## src/rtl/bomb_pkg.sv

```systemverilog
// Shared definitions for the bomb-defusal puzzle blocks.
// Contents:
//   - GS_SEQUENCE: the game FSM state that requests a sequence key.
//   - LEVEL_* : difficulty level encodings.
//   - seqkey_state_t: the sequence_key_gen controller states.
//   - seqkey_active_len(): key length for a given digit count and level.
package bomb_pkg;

    localparam logic [6:0] GS_SEQUENCE = 7'h10;

    localparam logic [1:0] LEVEL_EASY   = 2'd0;
    localparam logic [1:0] LEVEL_NORMAL = 2'd1;
    localparam logic [1:0] LEVEL_HARD   = 2'd2;
    localparam logic [1:0] LEVEL_EXPERT = 2'd3;

    typedef enum logic [1:0] {
        SK_IDLE = 2'd0,
        SK_FILL = 2'd1,
        SK_HOLD = 2'd2,
        SK_DONE = 2'd3
    } seqkey_state_t;

    // Longest key at the top level, three digits shorter at level 0, never
    // shorter than a single digit.
    function automatic int seqkey_active_len(input int num_digits, input logic [1:0] level);
        int len;
        len = num_digits - 3 + int'(level);
        return (len < 1) ? 1 : len;
    endfunction

endpackage

```

## src/rtl/sequence_key_gen_if.sv

```systemverilog
// Key-generation stream interface.
// Signals:
//   data_in      LFSR word feeding the generator
//   data_valid   data_in is fresh this cycle
//   key_ready    consumer accepts the finished key
//   sequence_key key, digit 0 in the MSBs, each digit one-hot-low
//   key_len      number of active digits
//   key_valid    key complete and stable
//   busy         generator is collecting digits
// Modports: master = LFSR/consumer side, slave = generator.
interface sequence_key_gen_if #(
    parameter int NUM_DIGITS  = 4,
    parameter int NUM_SYMBOLS = 4,
    parameter int DATA_W      = 8
);
    localparam int KEY_W = NUM_DIGITS * NUM_SYMBOLS;
    localparam int LEN_W = $clog2(NUM_DIGITS + 1);

    logic [DATA_W-1:0] data_in;
    logic              data_valid;
    logic              key_ready;
    logic [KEY_W-1:0]  sequence_key;
    logic [LEN_W-1:0]  key_len;
    logic              key_valid;
    logic              busy;

    modport master (
        output data_in, data_valid, key_ready,
        input  sequence_key, key_len, key_valid, busy
    );

    modport slave (
        input  data_in, data_valid, key_ready,
        output sequence_key, key_len, key_valid, busy
    );

endinterface

```

## src/rtl/symbol_onehot_low.sv

```systemverilog
// Combinational symbol encoder: drives every switch position high except the
// one selected by the symbol.
// Ports:
//   sym_i    symbol index, SYM_W bits
//   digit_o  one-hot-low digit, NUM_SYMBOLS bits
module symbol_onehot_low #(
    parameter  int NUM_SYMBOLS = 4,
    localparam int SYM_W       = $clog2(NUM_SYMBOLS)
) (
    input  logic [SYM_W-1:0]       sym_i,
    output logic [NUM_SYMBOLS-1:0] digit_o
);

    always_comb begin
        digit_o        = '1;
        digit_o[sym_i] = 1'b0;
    end

endmodule

```

## src/rtl/sequence_key_gen.sv

```systemverilog
// Sequence puzzle key generator. Draws one symbol per valid LFSR word,
// stores it one-hot-low in the key register and offers the finished key on a
// valid/ready handshake. Key length follows the difficulty level.
// Ports:
//   clk            system clock, rising edge
//   rst            asynchronous active-high reset
//   game_state_i   top-level game FSM state; GS_SEQUENCE starts a key
//   level_state_i  difficulty level 0..3, sampled when a key starts
//   key_if         slave side of sequence_key_gen_if (data in, key out)
// Build option:
//   SEQKEY_NO_REPEAT_EN  when defined, a symbol equal to the previous digit's
//                        symbol is discarded (digit 0 always accepted).
//
// state   | meaning
// --------+-------------------------------------------------------------
// SK_IDLE | waiting for the trigger; last key (if any) still displayed
// SK_FILL | writing one digit per accepted word
// SK_HOLD | key_valid high, key frozen until key_ready
// SK_DONE | key delivered and retained; waiting for the trigger to drop
module sequence_key_gen
    import bomb_pkg::*;
#(
    parameter int NUM_DIGITS  = 4,
    parameter int NUM_SYMBOLS = 4,
    parameter int DATA_W      = 8
) (
    input  logic                clk,
    input  logic                rst,
    input  logic [6:0]          game_state_i,
    input  logic [1:0]          level_state_i,
    sequence_key_gen_if.slave   key_if
);

    localparam int SYM_W = $clog2(NUM_SYMBOLS);
    localparam int KEY_W = NUM_DIGITS * NUM_SYMBOLS;
    localparam int LEN_W = $clog2(NUM_DIGITS + 1);

    seqkey_state_t      state_q, state_d;
    logic [KEY_W-1:0]   key_q, key_d;
    logic [LEN_W-1:0]   len_q, len_d;
    logic [LEN_W-1:0]   idx_q, idx_d;
`ifdef SEQKEY_NO_REPEAT_EN
    logic [SYM_W-1:0]   prev_sym_q, prev_sym_d;
`endif

    logic                   trig;
    logic [SYM_W-1:0]       sym;
    logic [NUM_SYMBOLS-1:0] digit_enc;
    logic [LEN_W-1:0]       act_len;
    logic                   accept;
    logic                   unused_data_bits;

    assign trig    = (game_state_i == GS_SEQUENCE);
    assign sym     = key_if.data_in[SYM_W-1:0];
    assign act_len = LEN_W'(seqkey_active_len(NUM_DIGITS, level_state_i));

    // Only the low symbol bits of the LFSR word are meaningful.
    assign unused_data_bits = ^key_if.data_in;

    symbol_onehot_low #(
        .NUM_SYMBOLS (NUM_SYMBOLS)
    ) u_enc (
        .sym_i   (sym),
        .digit_o (digit_enc)
    );

    always_comb begin
        accept = key_if.data_valid;
`ifdef SEQKEY_NO_REPEAT_EN
        if ((idx_q != '0) && (sym == prev_sym_q)) begin
            accept = 1'b0;
        end
`endif
    end

    always_comb begin
        state_d = state_q;
        key_d   = key_q;
        len_d   = len_q;
        idx_d   = idx_q;
`ifdef SEQKEY_NO_REPEAT_EN
        prev_sym_d = prev_sym_q;
`endif
        unique case (state_q)
            SK_IDLE: begin
                if (trig) begin
                    len_d   = act_len;
                    key_d   = '1;
                    idx_d   = '0;
                    state_d = SK_FILL;
                end
            end
            SK_FILL: begin
                if (!trig) begin
                    // Abandoned key: blank the display and report no digits.
                    key_d   = '1;
                    len_d   = '0;
                    idx_d   = '0;
                    state_d = SK_IDLE;
                end else if (accept) begin
                    for (int d = 0; d < NUM_DIGITS; d++) begin
                        if (idx_q == LEN_W'(d)) begin
                            key_d[(NUM_DIGITS-1-d)*NUM_SYMBOLS +: NUM_SYMBOLS] = digit_enc;
                        end
                    end
                    idx_d = idx_q + LEN_W'(1);
`ifdef SEQKEY_NO_REPEAT_EN
                    prev_sym_d = sym;
`endif
                    if (idx_q == len_q - LEN_W'(1)) begin
                        state_d = SK_HOLD;
                    end
                end
            end
            SK_HOLD: begin
                // Trigger loss is deliberately ignored until the handshake ends.
                if (key_if.key_ready) begin
                    state_d = SK_DONE;
                end
            end
            SK_DONE: begin
                if (!trig) begin
                    state_d = SK_IDLE;
                end
            end
            default: state_d = SK_IDLE;
        endcase
    end

    always_ff @(posedge clk or posedge rst) begin
        if (rst) begin
            state_q <= SK_IDLE;
            key_q   <= '1;
            len_q   <= '0;
            idx_q   <= '0;
`ifdef SEQKEY_NO_REPEAT_EN
            prev_sym_q <= '0;
`endif
        end else begin
            state_q <= state_d;
            key_q   <= key_d;
            len_q   <= len_d;
            idx_q   <= idx_d;
`ifdef SEQKEY_NO_REPEAT_EN
            prev_sym_q <= prev_sym_d;
`endif
        end
    end

    assign key_if.sequence_key = key_q;
    assign key_if.key_len      = len_q;
    assign key_if.key_valid    = (state_q == SK_HOLD);
    assign key_if.busy         = (state_q == SK_FILL);

endmodule

```

## src/flat_wrapper.sv

```systemverilog
// flat-port wrapper written by rule: the top's interface ports become plain ports
module sequence_key_gen_flat import bomb_pkg::*;
#(
    parameter int NUM_DIGITS  = 4,
    parameter int NUM_SYMBOLS = 4,
    parameter int DATA_W      = 8
)
  (clk, rst, game_state_i, level_state_i, key_if_data_in, key_if_data_valid, key_if_key_ready, key_if_sequence_key, key_if_key_len, key_if_key_valid, key_if_busy);
  sequence_key_gen_if #(.NUM_DIGITS(NUM_DIGITS), .NUM_SYMBOLS(NUM_SYMBOLS), .DATA_W(DATA_W)) key_if_i ();
  input  logic clk;
  input  logic rst;
  input  logic [6:0] game_state_i;
  input  logic [1:0] level_state_i;
  input wire logic [$bits(key_if_i.data_in)-1:0] key_if_data_in;
  input wire logic [$bits(key_if_i.data_valid)-1:0] key_if_data_valid;
  input wire logic [$bits(key_if_i.key_ready)-1:0] key_if_key_ready;
  output wire logic [$bits(key_if_i.sequence_key)-1:0] key_if_sequence_key;
  output wire logic [$bits(key_if_i.key_len)-1:0] key_if_key_len;
  output wire logic [$bits(key_if_i.key_valid)-1:0] key_if_key_valid;
  output wire logic [$bits(key_if_i.busy)-1:0] key_if_busy;
  assign key_if_i.data_in = key_if_data_in;
  assign key_if_i.data_valid = key_if_data_valid;
  assign key_if_i.key_ready = key_if_key_ready;
  assign key_if_sequence_key = key_if_i.sequence_key;
  assign key_if_key_len = key_if_i.key_len;
  assign key_if_key_valid = key_if_i.key_valid;
  assign key_if_busy = key_if_i.busy;
  sequence_key_gen #(.NUM_DIGITS(NUM_DIGITS), .NUM_SYMBOLS(NUM_SYMBOLS), .DATA_W(DATA_W)) u_core (.clk(clk), .rst(rst), .game_state_i(game_state_i), .level_state_i(level_state_i), .key_if(key_if_i));
endmodule
```

## config.mk

```make
export PLATFORM = sky130hd
export DESIGN_NAME = sequence_key_gen_flat
export DESIGN_NICKNAME = d
export VERILOG_FILES = /design/src/rtl/bomb_pkg.sv /design/src/rtl/sequence_key_gen_if.sv /design/src/rtl/symbol_onehot_low.sv /design/src/rtl/sequence_key_gen.sv /design/src/flat_wrapper.sv
export SDC_FILE = /design/constraint.sdc
export NUM_CORES = 1
export LEC_CHECK = 0
export CORE_ASPECT_RATIO = 0.5
export CORE_MARGIN = 3
export CORE_UTILIZATION = 50
export CTS_BUF_LIST = sky130_fd_sc_hd__clkbuf_8 sky130_fd_sc_hd__clkbuf_16
export DETAILED_ROUTE_END_ITERATION = 6
export GPL_TIMING_DRIVEN = 0
export PLACE_DENSITY_LB_ADDON = 0.1
export SLEW_MARGIN = 40
export SYNTH_ARGS = -nofsm -noshare
export SYNTH_HDL_FRONTEND = slang
export SYNTH_SLANG_ARGS = --single-unit
```

## constraint.sdc

```tcl
create_clock -name clk -period 2.47 [get_ports clk]
set_input_delay 0.494 -clock clk [delete_from_list [all_inputs] [get_ports clk]]
set_output_delay 0.494 -clock clk [all_outputs]
set_load 0.02 [all_outputs]
```

==> flow_metrics.py <==
metrics = {
    "run_status": {
        "run_status": "finished, final reports clean",
    },
    "yosys": {
        "post_synth_fa_ha_maj_area_fraction": 0.06981,
        "ys_ff_latch": 24,
        "synth.lib_cells_used.distinct": 31,
        "synth-simple-area-share": 0.09337,
        "syn_area_mm2": 0.001434,
        "multiplexer_fraction_of_the_synthesized_cell_area": 0.007853,
        "postSynthAreaPerCell_um2": 11.29,
        "synth_top_flop_cell": "sky130_fd_sc_hd__dfstp_2",
        "synth_top_family_by_area": "compound AO/OA/AOI/OAI gates",
        "synth_fp_nets": 156,
        "ys_warn_count": 0,
        "synth_xor_area_frac": 0.02880,
        "synth_async_sr_flop_share": 1.000,
        "synth_sequential_area_ratio": 0.4328,
        "post_synth_inst_count": 127,
        "synth_compound_area_frac": 0.3028,
        "count_of_flip_flops_with_a_built_in_enable_after_synthesis": 0,
    },
    "critical_path": {
        "worst_setup_path_start_kind": "input pin",
        "timing.critical_path.arrival_ns": 2.56,
        "ff2ff_path_depth": 4,
        "path_max_fanout": 10,
        "worstPathRequired_ns": 2.62,
        "cp-end-kind": "flop",
        "critPathKind": "input pin to flop",
    },
    "power_and_ir_drop": {
        "finalPower_mw": 0.7834,
        "internal-power_mw": 0.5995,
        "power-per-cell-area_mw_per_mm2": 414.3,
        "irDropWorstVdd_uv": 371.7,
        "seqPwrFrac": 0.520,
        "swShare": 0.2347,
        "pwr-share-comb": 0.133,
        "total_switching_power_mw": 0.1839,
        "power_leakage_nw": 0.7071,
        "p_clk_frac": 0.346,
    },
    "clock_network": {
        "cts_max_level": 1,
        "cts_made_buffers": 3,
        "cts.sinks": 24,
        "post-cts-setup-buffer-count": 0,
        "clkTransAtPathRegs_ns": 0.09,
        "cts.path.max_buffers": 2,
        "tritoncts": "built",
        "clk_latency_ns": 0.27,
        "cts_root_cell": "sky130_fd_sc_hd__clkbuf_8",
    },
    "routing": {
        "drt-pass1-iter-count": 6,
        "average_vias_per_placed_instance": 5.887,
        "route.final.wire_length_um": 3273,
        "postRouteAntennaNets": 0,
        "detailroute.via_count": 1195,
        "wire_per_inst_um": 16.12,
        "drt_drc_violations_left": 0,
        "first_iteration_detailed_routing_drc_count": 104,
    },
    "global_route": {
        "grt_overflow": 0,
        "grt_pass1_vias": 1113,
        "maximum_number_of_pins_on_one_net_before_global_route_repair": 25,
        "grt_util_all_layers": 0.1993,
        "grt_pass1_wl_um": 5423,
        "grt_antenna_before_repair": 0,
    },
    "timing": {
        "timing.fmax_ghz": 0.4152,
        "hold_violations": 0,
        "worst_clock_skew_ns": 0.003260,
        "setup-violations-final": 0,
        "tightest_slew_ns": 0.7370,
        "fin_crit_sh": 0.9752,
        "grt_setup_unrepaired": "no",
        "period_minus_slack_ns": 2.409,
        "final-max-slew-violation-count": 0,
        "worst_slew_margin": 0.5041,
    },
    "final_layout": {
        "share_of_final_layout_standard_cells_stronger_than_drive_strength_1": 0.2289,
        "finish.cell_count_without_fillers": 203,
        "synthToLayoutAreaGrowth_pct": 31.85,
        "antenna-diode-count": 0,
        "layout.cell_area.non_filler_mm2": 0.001891,
        "final_common_cell": "sky130_fd_sc_hd__clkdlybuf4s50_1",
        "num-nets-final": 196,
        "layout_common_cells": "35 x sky130_fd_sc_hd__clkdlybuf4s50_1, 19 x sky130_fd_sc_hd__o22ai_1, 16 x sky130_fd_sc_hd__dfstp_2, 12 x sky130_fd_sc_hd__inv_1, 9 x sky130_fd_sc_hd__a2bb2oi_2",
    },
    "floorplanning": {
        "die_area_mm2": 0.003585,
        "core_area_mm2": 0.002668,
        "core.rowCount": 13,
        "initial_utilization": 0.5375,
        "floorplan.io_pins": 42,
        "die_height_um": 43.87,
        "die-width_um": 81.74,
    },
    "placed_design": {
        "dp_hpwl_um": 2444,
        "routabilityCongestion": 0.7758,
        "detailed_place.area_mm2": 0.001831,
        "placement.io_buffers": 35,
        "numPlacedInstances": 199,
    },
    "worst_hold_path": {
        "min_path_type": "flop to flop",
        "hold_path_depth": 1,
    },
    "flow_run": {
        "maxCapViolCount": 0,
    },
}
## synth_stat cells (all sizes together) (2+ instances only)
library cell,number,share of area
dfstp,16,0.29
o32ai,4,0.024
nor4,2,0.0087
a22oi,3,0.016
clkbuf,2,0.0052
buf,3,0.025
xnor2,2,0.012
o22ai,19,0.083
ha,8,0.070
dfrtp,8,0.14
nand3,4,0.014
nand2,4,0.010
nand2b,3,0.013
nor2b,2,0.0087
inv,13,0.034
a21oi,5,0.025
nand3b,3,0.016
a2bb2oi,16,0.14
a22o,2,0.012
## final timing paths
check | startpoint | to | slack (ns)
worst max-delay path | game_state_i[3] | u_core.idx_q[0]$_DFFE_PP0P_ | 0.06
worst min-delay path | u_core.key_if.sequence_key[5]$_DFFE_PP1P_ | u_core.key_if.sequence_key[5]$_DFFE_PP1P_ | 0.52
worst max register to register | flop | u_core.key_if.key_len[1]$_DFFE_PP0P_ | 0.71
worst min register to register | u_core.key_if.sequence_key[5]$_DFFE_PP1P_ | u_core.key_if.sequence_key[5]$_DFFE_PP1P_ | 0.52
max in group asynchronous | rst | u_core.key_if.sequence_key[3]$_DFFE_PP1P_ | 1.54
min in group asynchronous | rst | u_core.key_if.key_len[2]$_DFFE_PP0P_ | 0.56
## power groups by stage
stage | registers [mW] | clock network (mW) | logic (mW)
detailed placement | 0.414 | 0 | 0.106
CTS | 0.408 | 0.279 | 0.106
global placement | 0.414 | 0 | 0.102
finish | 0.408 | 0.271 | 0.105
floorplan | 0.420 | 0 | 0.0490
global route | 0.409 | 0.293 | 0.114
## sequential cells by signal, indices dropped and copies added (netlist names), named ones only
name and flops:
u_core.idx_q 3, u_core.key_if.key_len 3, u_core.key_if.sequence_key 16, u_core.state_q 1
## final cells by class
type / count / area (µm²)
Inverter: 13 / 48.80
Buffer: 5 / 43.79
Multi-Input combinational cell: 85 / 725.7
Sequential cell: 24 / 620.6
Timing Repair Buffer: 35 / 350.3
Fill cell: 203 / 777.0
Tap cell: 37 / 46.29
Clock buffer: 4 / 55.05
## cell families after synthesis
family	after synthesis
AO/OA/AOI/OAI	50
flip-flops	24
AND/OR/NAND/NOR	23
buffers and inverters	18
adder cells (fa/ha/maj)	8
XOR/XNOR	3
multiplexers	1
## through the flow
stage | setup slack (ns) | utilization | hold slack (ns) | TNS, ns
floorplan | 0.3479 | - | 0.4968 | 0
global placement | -0.1922 | 0.6862 | 0.5023 | -2.128
detailed placement | -0.2126 | 0.6862 | 0.5056 | -2.960
CTS | 0.07792 | 0.7068 | 0.5183 | 0
global route | 0.01474 | 0.7087 | 0.5274 | 0
finish | 0.06128 | 0.7087 | 0.5167 | 0
## repair_timing
action / CTS / global route
hold buffers: 0 / 0
gates resized for setup: 0 / 2
setup endpoints to repair: 0 / 3
## critical path: stages
cell                              delay (ns)
sky130_fd_sc_hd__clkdlybuf4s50_1        0.41
sky130_fd_sc_hd__or4_4                  0.54
sky130_fd_sc_hd__or3_1                  0.37
sky130_fd_sc_hd__buf_6                  0.15
sky130_fd_sc_hd__a21oi_4                0.30
sky130_fd_sc_hd__buf_12                 0.19
sky130_fd_sc_hd__o22ai_1                0.09
## layer usage
metal,track usage,part of all wire,up-vias
li1,-,-,564
met1,0.2807,0.46,590
met2,0.3146,0.48,39
met3,0.04979,0.053,2
met4,0.03974,0.0024,0
met5,0,0,-
Note: power is estimated with default switching activity, not from simulation.
